$ cat src/rtl/serial_subtractor_if.sv
// serial_subtractor_if: operand/start request and result/status bundle for the serial subtractor
interface serial_subtractor_if #(parameter int WIDTH = 8);
  logic             start;
  logic [WIDTH-1:0] a;
  logic [WIDTH-1:0] b;
  logic             busy;
  logic             done;
  logic [WIDTH-1:0] diff;
  logic             borrow;
  logic             ovf;
  modport master (output start, a, b, input busy, done, diff, borrow, ovf);
  modport slave  (input start, a, b, output busy, done, diff, borrow, ovf);
endinterface

$ cat src/rtl/serial_subtractor.sv
// serial_subtractor: bit-serial A-B, LSB first, one full-subtractor cell plus a borrow flop
module serial_subtractor #(
  parameter int WIDTH = 8
) (
  input  logic                clk,
  input  logic                rst,
  serial_subtractor_if.slave  sub
);
  localparam int CW = $clog2(WIDTH);
  typedef enum logic [1:0] {IDLE, RUN, DONE} state_t;
  state_t           state_q, state_d;
  logic [WIDTH-1:0] a_sr_q, b_sr_q, diff_q;
  logic [CW-1:0]    cnt_q;
  logic             br_q, amsb_q, bmsb_q, borrow_q, ovf_q;
  logic             d, br_d, load, last;
  always_comb begin
    d    = a_sr_q[0] ^ b_sr_q[0] ^ br_q;
    br_d = (~a_sr_q[0] & b_sr_q[0]) | (~(a_sr_q[0] ^ b_sr_q[0]) & br_q);
    load = sub.start && state_q != RUN;
    last = state_q == RUN && cnt_q == CW'(WIDTH - 1);
  end
  always_ff @(posedge clk or posedge rst)
    if (rst) state_q <= IDLE;
    else     state_q <= state_d;
  always_comb
    state_d = load ? RUN : state_q == RUN ? (last ? DONE : RUN) : IDLE;
  // a_sr doubles as the result shifter: difference bits enter at the MSB as minuend bits leave
  always_ff @(posedge clk or posedge rst)
    if (rst) begin
      a_sr_q   <= '0;
      b_sr_q   <= '0;
      br_q     <= 1'b0;
      cnt_q    <= '0;
      amsb_q   <= 1'b0;
      bmsb_q   <= 1'b0;
      diff_q   <= '0;
      borrow_q <= 1'b0;
      ovf_q    <= 1'b0;
    end else if (load) begin
      a_sr_q <= sub.a;
      b_sr_q <= sub.b;
      br_q   <= 1'b0;
      cnt_q  <= '0;
      amsb_q <= sub.a[WIDTH-1];
      bmsb_q <= sub.b[WIDTH-1];
    end else if (state_q == RUN) begin
      a_sr_q <= {d, a_sr_q[WIDTH-1:1]};
      b_sr_q <= b_sr_q >> 1;
      br_q   <= br_d;
      cnt_q  <= cnt_q + 1'b1;
      if (last) begin
        diff_q   <= {d, a_sr_q[WIDTH-1:1]};
        borrow_q <= br_d;
        ovf_q    <= (amsb_q ^ bmsb_q) & (amsb_q ^ d);
      end
    end
  always_comb begin
    sub.busy   = state_q == RUN;
    sub.done   = state_q == DONE;
    sub.diff   = diff_q;
    sub.borrow = borrow_q;
    sub.ovf    = ovf_q;
  end
endmodule

$ cat src/flat_wrapper.sv
// flat-port wrapper written by rule: the top's interface ports become plain ports
module serial_subtractor_flat 
#(
  parameter int WIDTH = 8
)
  (clk, rst, sub_start, sub_a, sub_b, sub_busy, sub_done, sub_diff, sub_borrow, sub_ovf);
  serial_subtractor_if #(.WIDTH(WIDTH)) sub_i ();
  input  logic clk;
  input  logic rst;
  input wire logic [$bits(sub_i.start)-1:0] sub_start;
  input wire logic [$bits(sub_i.a)-1:0] sub_a;
  input wire logic [$bits(sub_i.b)-1:0] sub_b;
  output wire logic [$bits(sub_i.busy)-1:0] sub_busy;
  output wire logic [$bits(sub_i.done)-1:0] sub_done;
  output wire logic [$bits(sub_i.diff)-1:0] sub_diff;
  output wire logic [$bits(sub_i.borrow)-1:0] sub_borrow;
  output wire logic [$bits(sub_i.ovf)-1:0] sub_ovf;
  assign sub_i.start = sub_start;
  assign sub_i.a = sub_a;
  assign sub_i.b = sub_b;
  assign sub_busy = sub_i.busy;
  assign sub_done = sub_i.done;
  assign sub_diff = sub_i.diff;
  assign sub_borrow = sub_i.borrow;
  assign sub_ovf = sub_i.ovf;
  serial_subtractor #(.WIDTH(WIDTH)) u_core (.clk(clk), .rst(rst), .sub(sub_i));
endmodule
$ cat config.mk
export PLATFORM = sky130hd
export DESIGN_NAME = serial_subtractor_flat
export DESIGN_NICKNAME = d
export VERILOG_FILES = /design/src/rtl/serial_subtractor_if.sv /design/src/rtl/serial_subtractor.sv /design/src/flat_wrapper.sv
export SDC_FILE = /design/constraint.sdc
export NUM_CORES = 1
export LEC_CHECK = 0
export ABC_AREA = 1
export CAP_MARGIN = 40
export CORE_ASPECT_RATIO = 1.4
export CORE_MARGIN = 1.5
export CORE_UTILIZATION = 30
export CTS_CLUSTER_DIAMETER = 100
export DETAILED_ROUTE_END_ITERATION = 8
export GPL_TIMING_DRIVEN = 0
export PLACE_DENSITY = 0.6
export RECOVER_POWER = 25
export SKIP_CTS_REPAIR_TIMING = 1
export SLEW_MARGIN = 20
export SYNTH_ARGS = -nofsm -noshare
export SYNTH_HDL_FRONTEND = slang
export SYNTH_SLANG_ARGS = --single-unit
export TNS_END_PERCENT = 5
$ cat constraint.sdc
create_clock -name clk -period 1.2 [get_ports clk]
set_input_delay 0.18 -clock clk [delete_from_list [all_inputs] [get_ports clk]]
set_output_delay 0.18 -clock clk [all_outputs]
set_load 0.03 [all_outputs]
After elaboration in Yosys (flattened, before gate mapping)
Cells that the tools add are included.
{"block": "word_totals", "reg_bits": 34, "latchBits": 0, "ramBits": 0, "romBits": 0, "out_inout_bits": 12, "mem_count": 0}
{"block": "classes", "n_addsub": 1, "multipliers": 0, "n_div": 0, "magnitude_cmp": 0, "n_eq_ne": 4, "n_shift": 0, "n_mux": 11, "bitwise_logic": 11, "reduce_logical": 4}
{"operator": "8-bit two-way mux", "n": 4}
{"operator": "2-bit two-way mux", "n": 3}
{"operator": "3-bit two-way mux", "n": 2}
{"operator": "1-bit bitwise XOR", "n": 4}
{"operator": "3-bit by 1-bit adder with 3-bit output (second input constant)", "n": 1}
{"operator": "1-bit AND", "n": 3}
{"operator": "3-bit == test (second input constant)", "n": 1}
{"operator": "1-bit inverter", "n": 3}
{"operator": "3-bit AND reduction", "n": 1}
{"operator": "2-bit by 1-bit == test with 1-bit output (second input constant)", "n": 1}
{"operator": "2-bit == test (second input constant)", "n": 1}
{"operator": "1-bit logical AND", "n": 2}
{"operator": "1-bit two-way mux", "n": 2}
{"operator": "2-bit by 1-bit inequality test with 1-bit output (second input constant)", "n": 1}
{"operator": "2-bit nonzero test", "n": 1}
{"operator": "1-bit OR", "n": 1}

Longest topological paths before layout
Gate-level depths: netlist (run 1).
{"block": "depth", "ltp_word": 6, "depth_mapped": 7, "ltp_nobuf": 7}

Least setup slack after synthesis (run 1)
OpenSTA, ideal clock, no wires.
{"block": "synth_timing", "path_kind": "reg2reg", "start": "register u_core.b_sr_q[0]", "end": "register u_core.ovf_q, in the netlist u_core.sub.ovf", "setup_ns": 0.117, "arrival_time_ns": 1.180, "setup_slack_ns": -0.097, "path_stages_with_launch": 8, "cell_sequence": "dfrtp_1 > inv_1 > fa_1 > inv_1 > nand3_1 > nand2_1 > nand2_1 > nand2_1"}
{"block": "synth_via", "elab_chain_len": 4}
{"element": "start: declaration", "line": "serial_subtractor.sv:12", "rtl": "logic [WIDTH-1:0] a_sr_q, b_sr_q, diff_q;"}
{"element": "start signal: assignment", "line": "serial_subtractor.sv:41", "rtl": "b_sr_q <= sub.b;"}
{"element": "start signal: assignment", "line": "serial_subtractor.sv:48", "rtl": "b_sr_q <= b_sr_q >> 1;"}
{"element": "1-bit bitwise XOR (2 in series)", "line": "serial_subtractor.sv:17", "rtl": "d = a_sr_q[0] ^ b_sr_q[0] ^ br_q;"}
{"element": "net u_core.d", "line": "serial_subtractor.sv:15", "rtl": "logic d, br_d, load, last;"}
{"element": "1-bit bitwise XOR", "line": "serial_subtractor.sv:54", "rtl": "ovf_q <= (amsb_q ^ bmsb_q) & (amsb_q ^ d);"}
{"element": "1-bit AND", "line": "serial_subtractor.sv:54"}
{"element": "end signal: assignment", "line": "serial_subtractor.sv:54"}
{"element": "end: declaration", "line": "serial_subtractor.sv:14", "rtl": "logic br_q, amsb_q, bmsb_q, borrow_q, ovf_q;"}
The timed path passes the listed nets, and every way through them passes these cells.
A chain may end at the register's enable or synchronous reset.

Worst setup path in the final report (run 1)
{"block": "layout_timing", "start": "register u_core.state_q[0]", "end": "output port sub_busy"}
{"block": "layout_via", "elab_chain_len": 1}
{"element": "start: declaration", "line": "serial_subtractor.sv:11", "rtl": "state_t state_q, state_d;"}
{"element": "start signal: assignment", "line": "serial_subtractor.sv:24", "rtl": "else state_q <= state_d;"}
{"element": "2-bit by 1-bit == test with 1-bit output", "line": "serial_subtractor.sv:58", "rtl": "sub.busy = state_q == RUN;"}
{"element": "end: declaration", "line": "flat_wrapper.sv:13", "rtl": "output wire logic [$bits(sub_i.busy)-1:0] sub_busy;"}
Every way passes these cells.

==> impl_metrics.ini, run 1 <==
[worst_setup_path]
cpMostUsedCell = buf_6
r2r_slack_ps = -150
slowest_stage = dfrtp_1
worst_setup_path_start_kind = flip-flop
critPathKind = flip-flop to output port
slowest_delay_ps = 380
worstReg2RegStart = u_core.a_sr_q[0]
path_cells = inv_1, nor2_2, buf_6, buf_8, buf_6
rr_worst_depth = 6
r2r-end = u_core.sub.ovf
cp.arrival_ps = 1230
endpoint_kind = output port
required_ps = 1020
path_max_fanout = 10

[power_and_ir_drop]
power.internal_mw = 3.07
switching_power_mw = 2.06
power_density_mw_per_mm2 = 2520
p_sw_share_pct = 40.1
seqPwrFrac_pct = 38.1
pwr-share-clk_pct = 16.0
pwr-share-comb_pct = 45.9
ir_drop_mv = 0.746
leakagePower_nw = 1.10
power.total_mw = 5.13

[clock_tree]
cts_tree = yes
clk_root_buffer_cell = clkbuf_8
clk_pin_slew_ps = 70
cts.htree.levels = 2
clk-insertion-delay-late_ps = 290
cts.path.max_buffers = 2
numClockSinks = 34
cts_made_buffers = 5

[yosys]
syn_area_mm2 = 0.00152
syn_area_per_cell_um2 = 8.76
synth-main-ff-cell = dfrtp_1
synth_top_area_share_pct = 56.2
yosysSeqAreaShare_pct = 56.2
ys_async_sr_fraction_pct = 100
synth.largest_area_cell = dfrtp_1
synth_edf_count = 0
synth_nets = 195
yosys_warnings = 0
synthCells = 173
ys_ff_latch = 34
synth.distinct_cells = 16
netlist_top_cells_count = 57 x nand2_1, 48 x nand3_1, 34 x dfrtp_1
synth_most_common_cell = nand2_1
synth_area_leaders = dfrtp_1 56%, nand3_1 16%, nand2_1 14%, inv_1 2.7%, buf_2 2.0%

[cells_and_area]
seq_area_um2 = 851
area_growth_pct = 34.5
final_layout_size_suffix_gt1_share_pct = 15.1
fill_cells = 485
stdcell_count = 276
num-nets-final = 233
fin_util_pct = 42.1
insertedDiodeCount = 0
multiInputGateArea_um2 = 573

[sta]
finalHoldViolCount = 0
relSlewSlack_pct = 53.2
fmax_mhz = 711
finalSetupViolations = 12
post-route-period-util_pct = 117
max_slew.worst_pin.slew_ps = 700
rsz0062_at_grt = true
setup_tns_ps = -524
finClkSkew_ps = 9.22
drv_slew = 0
period_minus_slack_ps = 1410
fin_ws_ps = -207

[route]
wirelength_mm = 3.34
vias_per_cell = 4.62
drcViolationCount = 0
ant_nets = 0
via_count = 1276
dr.first_iter.drc_count = 59
post_drt_wl_per_cell_um = 12.1
dr.pass1.iters = 4

[floorplanning]
dieArea_mm2 = 0.00549
die_x_um = 63.1
core_region_area_mm2 = 0.00484
start_util_pct = 31.3
num_rows = 30
die_h_um = 87.1
ios = 31

[worst_hold_path]
whs_path_depth = 3
min_from = sub_start
min_to = u_core.b_sr_q[5]
hold_path.class = primary input to flip-flop

[placed_design]
gp_congestion = 0.784
numPortBuffers = 29
hpwl_mm = 2.34
place_inst = 266

[outcome]
status = finished with violations
violations = negative setup slack

[grt]
grt_pass1_vias = 1256
grt_max_degree = 35
grt_pass1_wl_mm = 5.92
met3_usage_pct = 3.62
top_usage_layer = met2
gr-total-overflow = 0
grt_usage_pct = 14.0
grtUsageMet2_pct = 23.4
grt_antenna_before_repair = 0
grtUsageMet1_pct = 16.7

[flow_run]
drv_cap = 0
## registers in the layout, summed over array words and instances, names as in the netlist
register           flops
u_core.amsb_q          1
u_core.cnt_q           3
u_core.b_sr_q          8
u_core.sub.diff        8
u_core.bmsb_q          1
u_core.br_q            1
u_core.a_sr_q          8
u_core.sub.ovf         1
u_core.sub.borrow      1
u_core.state_q         2
## kinds of logic after synthesis
group	Yosys count	synth area share (%)
AOI/OAI and AO/OA	4	1.82
and+or+nand+nor	112	32.4
adders and majority gates	3	2.97
buffers and inverters	20	6.69
DFF	34	56.2
## cell type report
cell class              count  area share [%]
flip-flops and latches     34            41.7
well taps                  64            3.93
multi-input cells         119            28.1
clock inverters             2           0.675
clock buffers               6            3.56
plain buffers               9            3.81
inverters                  11            2.03
repair buffers             31            16.1
## through the flow
| stage | instance area [um2] | setup slack (ps) | hold slack, ps |
|---|---|---|---|
| floorplan | 1520 | -78.4 | 322 |
| global placement | 1890 | -565 | 457 |
| detailed placement | 1890 | -502 | 465 |
| CTS | 1970 | -819 | 263 |
| global route | 2040 | -285 | 297 |
| finish | 2040 | -207 | 266 |
## worst max path at each step
stage	slack, ps	to	startpoint
3_3_place_gp	-570	u_core.cnt_q[2]	rst
6_report	-210	sub_busy	u_core.state_q[0]
5_1_grt	-290	sub_busy	u_core.state_q[0]
4_1_cts	-820	sub_busy	u_core.state_q[0]
3_5_place_dp	-500	sub_busy	u_core.state_q[0]
2_1_floorplan	-80	u_core.sub.ovf	u_core.br_q
## power by group through the flow
stage | logic (mW) | registers, mW | clock network [mW]
global route | 2.66 | 2.03 | 0.910
finish | 2.36 | 1.96 | 0.818
global placement | 2.23 | 1.97 | 0
floorplan | 1.25 | 2.23 | 0
CTS | 2.26 | 1.96 | 0.850
detailed placement | 2.25 | 1.98 | 0
## worst max-delay path, delay by kind of cell (launching register included)
family,cells,cell delay (ps)
flip-flops,1,380
AND/OR/NAND/NOR,1,110
buffers and inverters,4,450
## layer usage
| metal | vias up | part of all wire, % |
|---|---|---|
| li1 | 637 | - |
| met1 | 597 | 43 |
| met2 | 36 | 50 |
| met3 | 6 | 5.2 |
| met4 | 0 | 2.3 |
| met5 | - | 0 |
## cells in the final DEF (no fill, tap or decap), drive strengths merged
master,instances
inv,11
or2,1
clkinv,2
buf,13
clkbuf,6
nand3,48
nor2,5
ha,2
clkdlybuf4s50,16
dlymetal6s2s,10
fa,1
a21oi,1
o21ai,3
dfrtp,34
dlygate4sd3,1
nand2,58
Power figures use the tool's default switching activity.
==> run 2, diff against run 1 <==
--- a/config.mk
+++ b/config.mk
@@ -16,7 +16,6 @@
 export PLACE_DENSITY = 0.6
 export RECOVER_POWER = 25
 export SKIP_CTS_REPAIR_TIMING = 1
-export SLEW_MARGIN = 20
 export SYNTH_ARGS = -nofsm -noshare
 export SYNTH_HDL_FRONTEND = slang
 export SYNTH_SLANG_ARGS = --single-unit
==> run 2 against run 1 <==
Net effect: the run still ends with negative setup slack left; utilization is 0.75 points higher; non-clock buffer count rose by 2; critical path depth did not move; first-iteration DRC count increased by 90%; routed wire length is 0.87% higher.
==> impl_metrics.ini, run 2 (synthesis results as in run 1) <==
[power_and_ir_drop]
leakagePower_nw = 1.12
pwr-share-clk_pct = 15.3
power_density_mw_per_mm2 = 2490
pwr-share-comb_pct = 46.8
power.total_mw = 5.17
ir_drop_mv = 0.699
switching_power_mw = 2.08
p_sw_share_pct = 40.2
power.internal_mw = 3.09
seqPwrFrac_pct = 37.9

[clock_tree]
clk_root_buffer_cell = clkbuf_8
clk-insertion-delay-late_ps = 280
cts.path.max_buffers = 2
cts_tree = yes
cts_made_buffers = 5
clk_pin_slew_ps = 70
cts.htree.levels = 2
numClockSinks = 34

[route]
wirelength_mm = 3.37
dr.pass1.iters = 4
drcViolationCount = 0
vias_per_cell = 4.58
ant_nets = 0
post_drt_wl_per_cell_um = 12.2
dr.first_iter.drc_count = 112
via_count = 1270

[floorplanning]
num_rows = 30
ios = 31
core_region_area_mm2 = 0.00484
die_x_um = 63.1
start_util_pct = 31.3
dieArea_mm2 = 0.00549
die_h_um = 87.1

[worst_setup_path]
critPathLaunch = u_core.state_q[0]
cp.arrival_ps = 1210
r2r-end = u_core.sub.ovf
required_ps = 1020
crit_end = sub_busy
rr_worst_depth = 7
worstReg2RegStart = u_core.b_sr_q[0]
r2r_slack_ps = -170
path_max_fanout = 10
worst_setup_path_start_kind = flip-flop
critPathKind = flip-flop to output port
endpoint_kind = output port

[sta]
post-route-period-util_pct = 116
max_slew.worst_pin.slew_ps = 643
drv_slew = 0
rsz0062_at_grt = true
relSlewSlack_pct = 57.1
fin_ws_ps = -193
period_minus_slack_ps = 1390
finalSetupViolations = 13
finalHoldViolCount = 0
finClkSkew_ps = 4.33
fmax_mhz = 718

[cells_and_area]
layout_common_cells = 57 x nand2_1, 47 x nand3_1, 34 x dfrtp_1, 16 x clkdlybuf4s50_1, 10 x dlymetal6s2s_1
insertedDiodeCount = 0
seq_area_um2 = 851
fill_cells = 503
num-nets-final = 235
design_area_mm2 = 0.00207
final_layout_size_suffix_gt1_share_pct = 16.0
area_growth_pct = 36.9
multiInputGateArea_um2 = 578
layout.cells.most_common = nand2_1

[grt]
met3_usage_pct = 3.23
grt_max_degree = 22
grt_pass1_vias = 1280
top_usage_layer = met2
grtUsageMet1_pct = 17.2
grt_antenna_before_repair = 0
gr-total-overflow = 0
grt_pass1_wl_mm = 6.08
grtUsageMet2_pct = 24.1
grt_usage_pct = 14.3

[outcome]
violations = negative setup slack
status = finished with violations

[placed_design]
pre_cts_slack_ps = -502
gp_congestion = 0.784
numPortBuffers = 29
hpwl_mm = 2.41
place_area_mm2 = 0.00191

[flow_run]
drv_cap = 0

[worst_hold_path]
hold_path.class = primary input to flip-flop
run 2: changes by cell type in the layout (fill, tap and decap cells not counted), sizes merged:
cell    change
buf         +2
clkbuf      -1
run 2: worst max-delay path, cell delays in order, from the launching register on:
cell	delay, ps
dfrtp_1	370
inv_1	60
nor2_2	110
buf_6	130
buf_8	130
buf_6	130
run 2: per-stage QoR:
step	instances	setup TNS, ps	hold WS (ps)	utilization, %
after floorplan	173	-146	322	-
after global placement	266	-21190	457	38.9
after detailed placement	267	-2070	465	39.5
after CTS	274	-5780	267	41.1
after global routing	277	-2060	301	42.8
final	277	-555	262	42.8
run 2: area by class of cell:
class | instances | area share [%]
Clock inverter | 2 | 0.483
Buffer | 9 | 3.92
Sequential cell | 34 | 41.0
Inverter | 11 | 1.99
Timing Repair Buffer | 33 | 17.6
Clock buffer | 5 | 3.32
Multi-Input combinational cell | 119 | 27.9
Tap cell | 64 | 3.86
run 2: worst min path at each step:
stage,from,endpoint,cells past startpoint
floorplan,rst,u_core.a_sr_q[0],1
global placement,u_core.cnt_q[1],u_core.cnt_q[1],2
detailed placement,u_core.sub.diff[3],u_core.sub.diff[3],2
CTS,sub_start,u_core.b_sr_q[5],3
global route,sub_start,u_core.b_sr_q[3],3
finish,sub_start,u_core.b_sr_q[5],3
run 2: power by group through the flow:
stage	clock network, mW	registers, mW	logic [mW]
6_report	0.792	1.96	2.42
3_5_place_dp	0	1.98	2.26
2_1_floorplan	0	2.23	1.25
5_1_grt	0.867	2.03	2.73
3_3_place_gp	0	1.97	2.23
4_1_cts	0.813	1.96	2.27
run 2: per-layer routing:
layer | routed length [um] | up-vias
li1 | - | 640
met3 | 145 | 6
met4 | 76 | 0
met5 | 0 | -
met2 | 1660 | 31
met1 | 1480 | 593
